### config.mk
export PLATFORM = sky130hd
export DESIGN_NAME = cm_sort_gather
export DESIGN_NICKNAME = d
export VERILOG_FILES = /design/src/rtl/cm_sort_gather.sv
export SDC_FILE = /design/constraint.sdc
export NUM_CORES = 1
export LEC_CHECK = 0
export CORE_MARGIN = 2
export CORE_UTILIZATION = 48
export CTS_BUF_LIST = sky130_fd_sc_hd__clkbuf_16
export CTS_CLUSTER_DIAMETER = 30
export DETAILED_ROUTE_END_ITERATION = 8
export PLACE_DENSITY = 0.82
export SLEW_MARGIN = 20
export SYNTH_ARGS = -nofsm -noshare
export SYNTH_HDL_FRONTEND = slang
export SYNTH_SLANG_ARGS = --single-unit
### constraint.sdc
create_clock -name i_clk -period 3.5 [get_ports i_clk]
set_clock_uncertainty 0.05 [all_clocks]
set_input_delay 0.35 -clock i_clk [delete_from_list [all_inputs] [get_ports i_clk]]
set_output_delay 0.35 -clock i_clk [all_outputs]
set_load 0.02 [all_outputs]
### src/rtl/cm_sort_gather.sv
// Serial-to-parallel frame collector feeding the parallel sorter: packs up to DCNT
// words into a frame and emits it as a one-cycle pulse. Define CM_SORT_GATHER_PAD_MAX_EN for all-ones padding.
module cm_sort_gather #(
    parameter int DCNT   = 4,
    parameter int DWIDTH = 8,
    parameter int CWIDTH = $clog2(DCNT + 1)
) (
    input  logic                        i_clk,
    input  logic                        i_rst,
    input  logic                        i_vld,
    output logic                        o_rdy,
    input  logic [DWIDTH-1:0]           i_data,
    input  logic                        i_last,
    output logic                        o_vld,
    output logic [DCNT-1:0][DWIDTH-1:0] o_data,
    output logic [CWIDTH-1:0]           o_cnt
);

    localparam int IWIDTH = (DCNT > 1) ? $clog2(DCNT) : 1;
    localparam logic [IWIDTH-1:0] IDX_LAST = IWIDTH'(DCNT - 1);

`ifdef CM_SORT_GATHER_PAD_MAX_EN
    localparam logic [DWIDTH-1:0] PAD = '1;
`else
    localparam logic [DWIDTH-1:0] PAD = '0;
`endif

    typedef enum logic {FILL, EMIT} state_t;

    state_t            state;
    logic [IWIDTH-1:0] q_idx;
    logic              accept;
    logic              close;

    // Pad sits at the sort extreme that keeps real words contiguous in the sorted output.
    function automatic logic [DCNT-1:0][DWIDTH-1:0] pad_frame();
        logic [DCNT-1:0][DWIDTH-1:0] f;
        for (int i = 0; i < DCNT; i++) begin
            f[i] = PAD;
        end
        return f;
    endfunction

    // Ready depends only on state and reset, never on i_vld.
    assign o_rdy  = !i_rst && (state == FILL);
    assign accept = i_vld && o_rdy;
    assign close  = i_last || (q_idx == IDX_LAST);

    always_ff @(posedge i_clk) begin
        if (i_rst) begin
            state  <= FILL;
            q_idx  <= '0;
            o_vld  <= 1'b0;
            o_cnt  <= '0;
            o_data <= pad_frame();
        end else begin
            case (state)
                FILL: begin
                    o_vld <= 1'b0;
                    if (accept) begin
                        for (int i = 0; i < DCNT; i++) begin
                            if (q_idx == IWIDTH'(i)) begin
                                o_data[i] <= i_data;
                            end
                        end
                        if (close) begin
                            state <= EMIT;
                            o_vld <= 1'b1;
                            o_cnt <= CWIDTH'(q_idx) + CWIDTH'(1);
                            q_idx <= '0;
                        end else begin
                            q_idx <= q_idx + IWIDTH'(1);
                        end
                    end
                end
                EMIT: begin
                    // Frame is visible this cycle; the slots are cleared for the next one.
                    state  <= FILL;
                    o_vld  <= 1'b0;
                    q_idx  <= '0;
                    o_data <= pad_frame();
                end
                default: begin
                    state <= FILL;
                    o_vld <= 1'b0;
                    q_idx <= '0;
                end
            endcase
        end
    end

endmodule

==> flow_summary.yaml, run 1 <==
drt:
  routedWlPerCell_um: 15.8
  postRouteWirelength_um: 3980
  drt_iter0_markers: 48
  drc: 0
  firstDrtPassIters: 4
  vias: 1420
  vias_per_cell: 5.66
  ant_nets: 0
grt:
  antenna_found_initial: 0
  grt_max_degree: 36
  grt_pass1_wl_um: 6290
  track_usage_pct: 25.1
  grt_pass1_vias: 1319
  met1_usage_pct: 30.4
  grt_use_met3_pct: 7.86
  top_usage_layer: "met2"
  overflow: 0
  use_met2_pct: 39.5
final_layout:
  finish.utilization_pct: 75.6
  syn2layout_area_growth_pct: 45.9
  layout_common_cells: "48 x clkdlybuf4s50_1, 38 x dfxtp_1, 37 x nand2_1"
  final_common_cell: "clkdlybuf4s50_1"
  finish.net_count: 235
  drive_gt1_share_pct: 5.45
  num_antenna_cells: 0
outcome:
  status: "complete, no violations"
setup_path:
  r2r_start: "q_idx[0]"
  critical_path_arrival_ns: 1.70
  start_kind: "primary input"
  endpoint_kind: "primary output"
  crit_end: "o_rdy"
  rrSetupSlack_ns: 1.74
  critPathKind: "in2out"
  worstPathMaxFanout: 4
  worstSetupStartpoint: "i_rst"
  ff2ff_path_depth: 4
  crit_required_ns: 3.10
  rr_endpoint: "o_cnt[2]"
floorplanning:
  rows: 19
  initial_utilization_pct: 51.8
  ios: 49
  coreArea_sq_um: 2810
  die_area_sq_um: 3490
  die_h_um: 59.0
  die_w_um: 59.0
sta:
  rsz0062_at_grt: "no"
  worst_pin_slew_ns: 0.563
  finalHoldViolCount: 0
  slew_viol_final: 0
  fin_crit_sh_pct: 60.1
  setup_violations: 0
  fin_crit_ns: 2.10
  finalSetupTns_ns: 0
  fmax_ghz: 0.475
  slew_headroom_pct: 62.4
clock_network:
  cts_setup_buffers: 0
  clk_pin_slew_ns: 0.05
  cts_root_buffer: "clkbuf_16"
  cts_buffers: 5
  cts_tree: "done"
  clock-sinks: 38
  cts_resized: 0
  h-tree-depth: 2
  clock_path_buffers: 2
  holdBufCountCts: 0
  clock_latency_ns: 0.28
yosys:
  yosys_warnings: 0
  syn_inst: 175
  synth_area_sq_um: 1450
  synth_fp_nets: 191
  synth_seq_area_share_pct: 52.3
  ys_ff_latch: 38
  syn_area_per_cell_sq_um: 8.31
  synth_cell_types: 18
flow_run:
  cap_violations: 0
placed_design:
  portBuffers: 48
  gp_congestion: 0.820
  dp_hpwl_um: 2670
power_and_ir_drop:
  powerDensity_nw_per_um2: 535
  ir_drop_mv: 0.454
  p_leak_nw: 0.739
hold_path:
  worstHoldPathType: "reg2reg"
-- synth_stat cells (all sizes together) --
| library cell | number | area, sq um |
|---|---|---|
| ha | 4 | 50.1 |
| dfxtp | 38 | 761 |
| mux2 | 1 | 11.3 |
| mux2i | 1 | 10.0 |
| nand3 | 34 | 170 |
| clkbuf | 8 | 30.0 |
| nor3b | 1 | 18.8 |
| inv | 3 | 11.3 |
| o21ai | 1 | 5.00 |
| nand2 | 37 | 139 |
| or2 | 2 | 12.5 |
| nor2b | 1 | 6.26 |
| buf | 5 | 31.3 |
| a21oi | 35 | 175 |
| nor2 | 1 | 3.75 |
| nand2b | 3 | 18.8 |
-- where the power goes --
| group | total, W | internal, W | switching (W) |
|---|---|---|---|
| sequential | 0.000450 | 0.000443 | 0.00000641 |
| clock | 0.000586 | 0.000409 | 0.000177 |
| combinational | 0.0000991 | 0.0000413 | 0.0000578 |
| total | 0.00113 | 0.000894 | 0.000241 |
-- logic make-up (layout without fill, tap and decap cells) --
group / after synthesis / after routing / synth area share (%)
buffers and inverters: 16 / 61 / 4.99
AND/OR/NAND/NOR: 79 / 79 / 25.4
flip-flops: 38 / 38 / 52.3
multiplexers: 2 / 2 / 1.46
adder cells (fa/ha/maj): 4 / 4 / 3.44
AO/OA/AOI/OAI: 36 / 36 / 12.4
-- per-stage QoR --
| step | std cells | area, sq um | worst slack [ns] | power, W | hold slack, ns |
|---|---|---|---|---|---|
| global route | 251 | 2120 | 1.34 | 0.00117 | 0.423 |
| finish | 251 | 2120 | 1.40 | 0.00113 | 0.402 |
| global placement | 243 | 1930 | 1.40 | 0.000553 | 0.394 |
| floorplan | 175 | 1450 | 1.93 | 0.000510 | 0.369 |
| CTS | 251 | 2120 | 1.38 | 0.00114 | 0.406 |
| detailed placement | 243 | 1930 | 1.32 | 0.000556 | 0.399 |
-- worst max-delay path, stage by stage --
cell and delay [ns]:
clkdlybuf4s50_1 0.45, or2_1 0.25, inv_1 0.06, clkdlybuf4s50_1 0.59
-- how the worst min path moves through the flow --
stage / cells after the start / to / slack [ns] / from
2_1_floorplan: 1 / o_cnt[2] / 0.37 / i_rst
3_3_place_gp: 2 / o_data[0] / 0.39 / o_data[0]
3_5_place_dp: 2 / o_data[5] / 0.40 / o_data[5]
4_1_cts: 2 / o_data[5] / 0.41 / o_data[5]
5_1_grt: 2 / o_data[5] / 0.42 / o_data[5]
6_report: 2 / o_data[5] / 0.40 / o_data[5]
-- registers in the layout (all words and copies together), names as in the netlist --
signal,cells
o_data,32
q_idx,2
o_cnt,3
state,1
-- per-layer routing --
layer | part of all wire [%] | vias up
met5 | 0 | -
met4 | 3.2 | 0
met3 | 5.7 | 15
met2 | 48 | 60
met1 | 43 | 669
li1 | - | 676
-- area by class of cell --
| class | instances | area, sq um |
|---|---|---|
| Sequential cell | 38 | 761 |
| Clock buffer | 5 | 125 |
| Multi-Input combinational cell | 121 | 621 |
| Inverter | 3 | 11.3 |
| Tap cell | 31 | 38.8 |
| Timing Repair Buffer | 50 | 495 |
| Fill cell | 224 | 684 |
| Clock inverter | 3 | 68.8 |
(Power assumes the default switching activity.)
==> inputs of run 2 (changes only) <==
--- a/config.mk
+++ b/config.mk
@@ -6,11 +6,11 @@
 export NUM_CORES = 1
 export LEC_CHECK = 0
 export CORE_MARGIN = 2
-export CORE_UTILIZATION = 48
+export CORE_UTILIZATION = 40
 export CTS_BUF_LIST = sky130_fd_sc_hd__clkbuf_16
 export CTS_CLUSTER_DIAMETER = 30
 export DETAILED_ROUTE_END_ITERATION = 8
-export PLACE_DENSITY = 0.82
+export PLACE_DENSITY = 0.72
 export SLEW_MARGIN = 20
 export SYNTH_ARGS = -nofsm -noshare
 export SYNTH_HDL_FRONTEND = slang
==> constraint.sdc (replaced) <==
create_clock -name i_clk -period 1.9 [get_ports i_clk]
set_clock_uncertainty 0.05 [all_clocks]
set_input_delay 0.19 -clock i_clk [delete_from_list [all_inputs] [get_ports i_clk]]
set_output_delay 0.19 -clock i_clk [all_outputs]
set_load 0.02 [all_outputs]
==> run 2 against run 1 <==
Against the previous run: hold slack improved by 0.00069 ns; wire length decreased by 8.2%; non-clock buffer count increased by 4; first-iteration DRC count up 88%; final cell count rose by 7.2%; register-to-register slack lost 1.3 ns; sequential power rose by 84%.
==> flow_summary.yaml, run 2 (same netlist as run 1, synthesis figures left out) <==
floorplanning:
  coreArea_sq_um: 3420
  initial_utilization_pct: 42.6
  die_h_um: 64.3
  die_w_um: 64.3
  die_area_sq_um: 4130
  rows: 21
  ios: 49
power_and_ir_drop:
  switching_share_pct: 22.2
  power.switching_w: 0.000390
  ir_drop_mv: 0.593
  p_leak_nw: 0.741
  seqPwrFrac_pct: 47.2
  powerDensity_nw_per_um2: 828
  power_frac_clock_pct: 42.2
  internal_power_w: 0.00137
  p_comb_share_pct: 10.6
sta:
  setup_violations: 0
  worst_pin_slew_ns: 0.336
  slew_viol_final: 0
  fin_crit_ns: 1.78
  slew_headroom_pct: 77.6
  finalHoldViolCount: 0
  rsz0062_at_grt: "no"
  fmax_ghz: 0.563
  fin_crit_sh_pct: 93.4
  finalSetupTns_ns: 0
hold_path:
  worstHoldPathType: "reg2reg"
  hold_depth: 2
setup_path:
  critPathKind: "reg2out"
  critical_path_arrival_ns: 1.54
  endpoint_kind: "primary output"
  ff2ff_path_depth: 4
  worstPathMaxFanout: 4
  start_kind: "flop"
  crit_required_ns: 1.66
clock_network:
  clock-sinks: 38
  holdBufCountCts: 0
  clock_latency_ns: 0.27
  cts_root_buffer: "clkbuf_16"
  cts_resized: 0
  cts_setup_buffers: 0
  clock_path_buffers: 2
  clk_pin_slew_ns: 0.05
  cts_tree: "done"
  cts_buffers: 5
  h-tree-depth: 2
grt:
  grt_max_degree: 42
  grt_pass1_vias: 1260
  overflow: 0
  track_usage_pct: 18.6
  grt_pass1_wl_um: 5770
  antenna_found_initial: 0
drt:
  postRouteWirelength_um: 3650
  firstDrtPassIters: 4
  routedWlPerCell_um: 13.6
  drt_iter0_markers: 90
  ant_nets: 0
  drc: 0
  vias: 1360
  vias_per_cell: 5.06
placed_design:
  gp_congestion: 0.751
  portBuffers: 48
  dp_hpwl_um: 2580
final_layout:
  drive_gt1_share_pct: 5.83
  multi_input_area_sq_um: 621
  num_antenna_cells: 0
  finish.net_count: 239
  finish.utilization_pct: 62.1
  syn2layout_area_growth_pct: 45.9
  largest_reg_flops: 32
  layout_common_cells: "48 x clkdlybuf4s50_1, 38 x dfxtp_1, 37 x nand2_1"
  regMostFlops: "o_data"
  reg_top3: "o_data: 32 flops, o_cnt: 3 flops, q_idx: 2 flops"
  final_common_cell: "clkdlybuf4s50_1"
  ff_latch_area_sq_um: 761
  nFillCells: 306
flow_run:
  cap_violations: 0
outcome:
  status: "complete, no violations"
-- run 2: cell count changes in the layout (fill, tap and decap cells not counted), sizes merged --
cell / before / now
buf: 2 / 6
bufinv: 2 / 0
clkinv: 1 / 0
inv: 3 / 5
-- run 2: power by group through the flow --
stage / logic (W) / clock network, W / registers, W
global route: 0.000201 / 0.000792 / 0.000831
finish: 0.000187 / 0.000740 / 0.000829
floorplan: 0.0000727 / 0 / 0.000866
global placement: 0.000184 / 0 / 0.000845
CTS: 0.000188 / 0.000760 / 0.000829
detailed placement: 0.000187 / 0 / 0.000846
-- run 2: per-stage QoR --
step	setup slack, ns	cells	total power (W)	cell area (sq um)	hold slack [ns]
2_1_floorplan	0.399	175	0.000939	1450	0.209
3_3_place_gp	0.123	262	0.00103	1990	0.395
3_5_place_dp	0.119	262	0.00103	1990	0.398
4_1_cts	0.111	269	0.00178	2120	0.405
5_1_grt	0.0904	269	0.00182	2120	0.422
6_report	0.124	269	0.00176	2120	0.403
-- run 2: layer usage --
layer	part of all wire, %	GRT usage [%]	vias to the layer above
met5	0	0	-
met4	0.79	7.71	0
met3	6.0	5.81	2
met2	51	30.5	43
met1	42	22.4	633
li1	-	-	682
-- run 2: layout make-up --
cell class,count,area share (%)
clock buffer,5,5.90
clock inverter,2,0.354
inverter,3,0.531
multi-input combinational,121,29.3
sequential,38,35.9
tap,46,2.71
timing repair buffer,54,25.4
-- run 2: worst paths after layout --
| check | from | end | slack [ns] |
|---|---|---|---|
| hold / removal | o_data[6] | o_data[6] | 0.40 |
| setup reg to reg | state | o_cnt[1] | 0.40 |
| hold reg to reg | o_data[6] | o_data[6] | 0.40 |
| setup / recovery | state | o_rdy | 0.12 |
-- run 2: critical path, stage by stage (launching register included) --
cell             delay, ns
dfxtp_1               0.32
or2_1                 0.28
inv_1                 0.07
clkdlybuf4s50_1       0.59
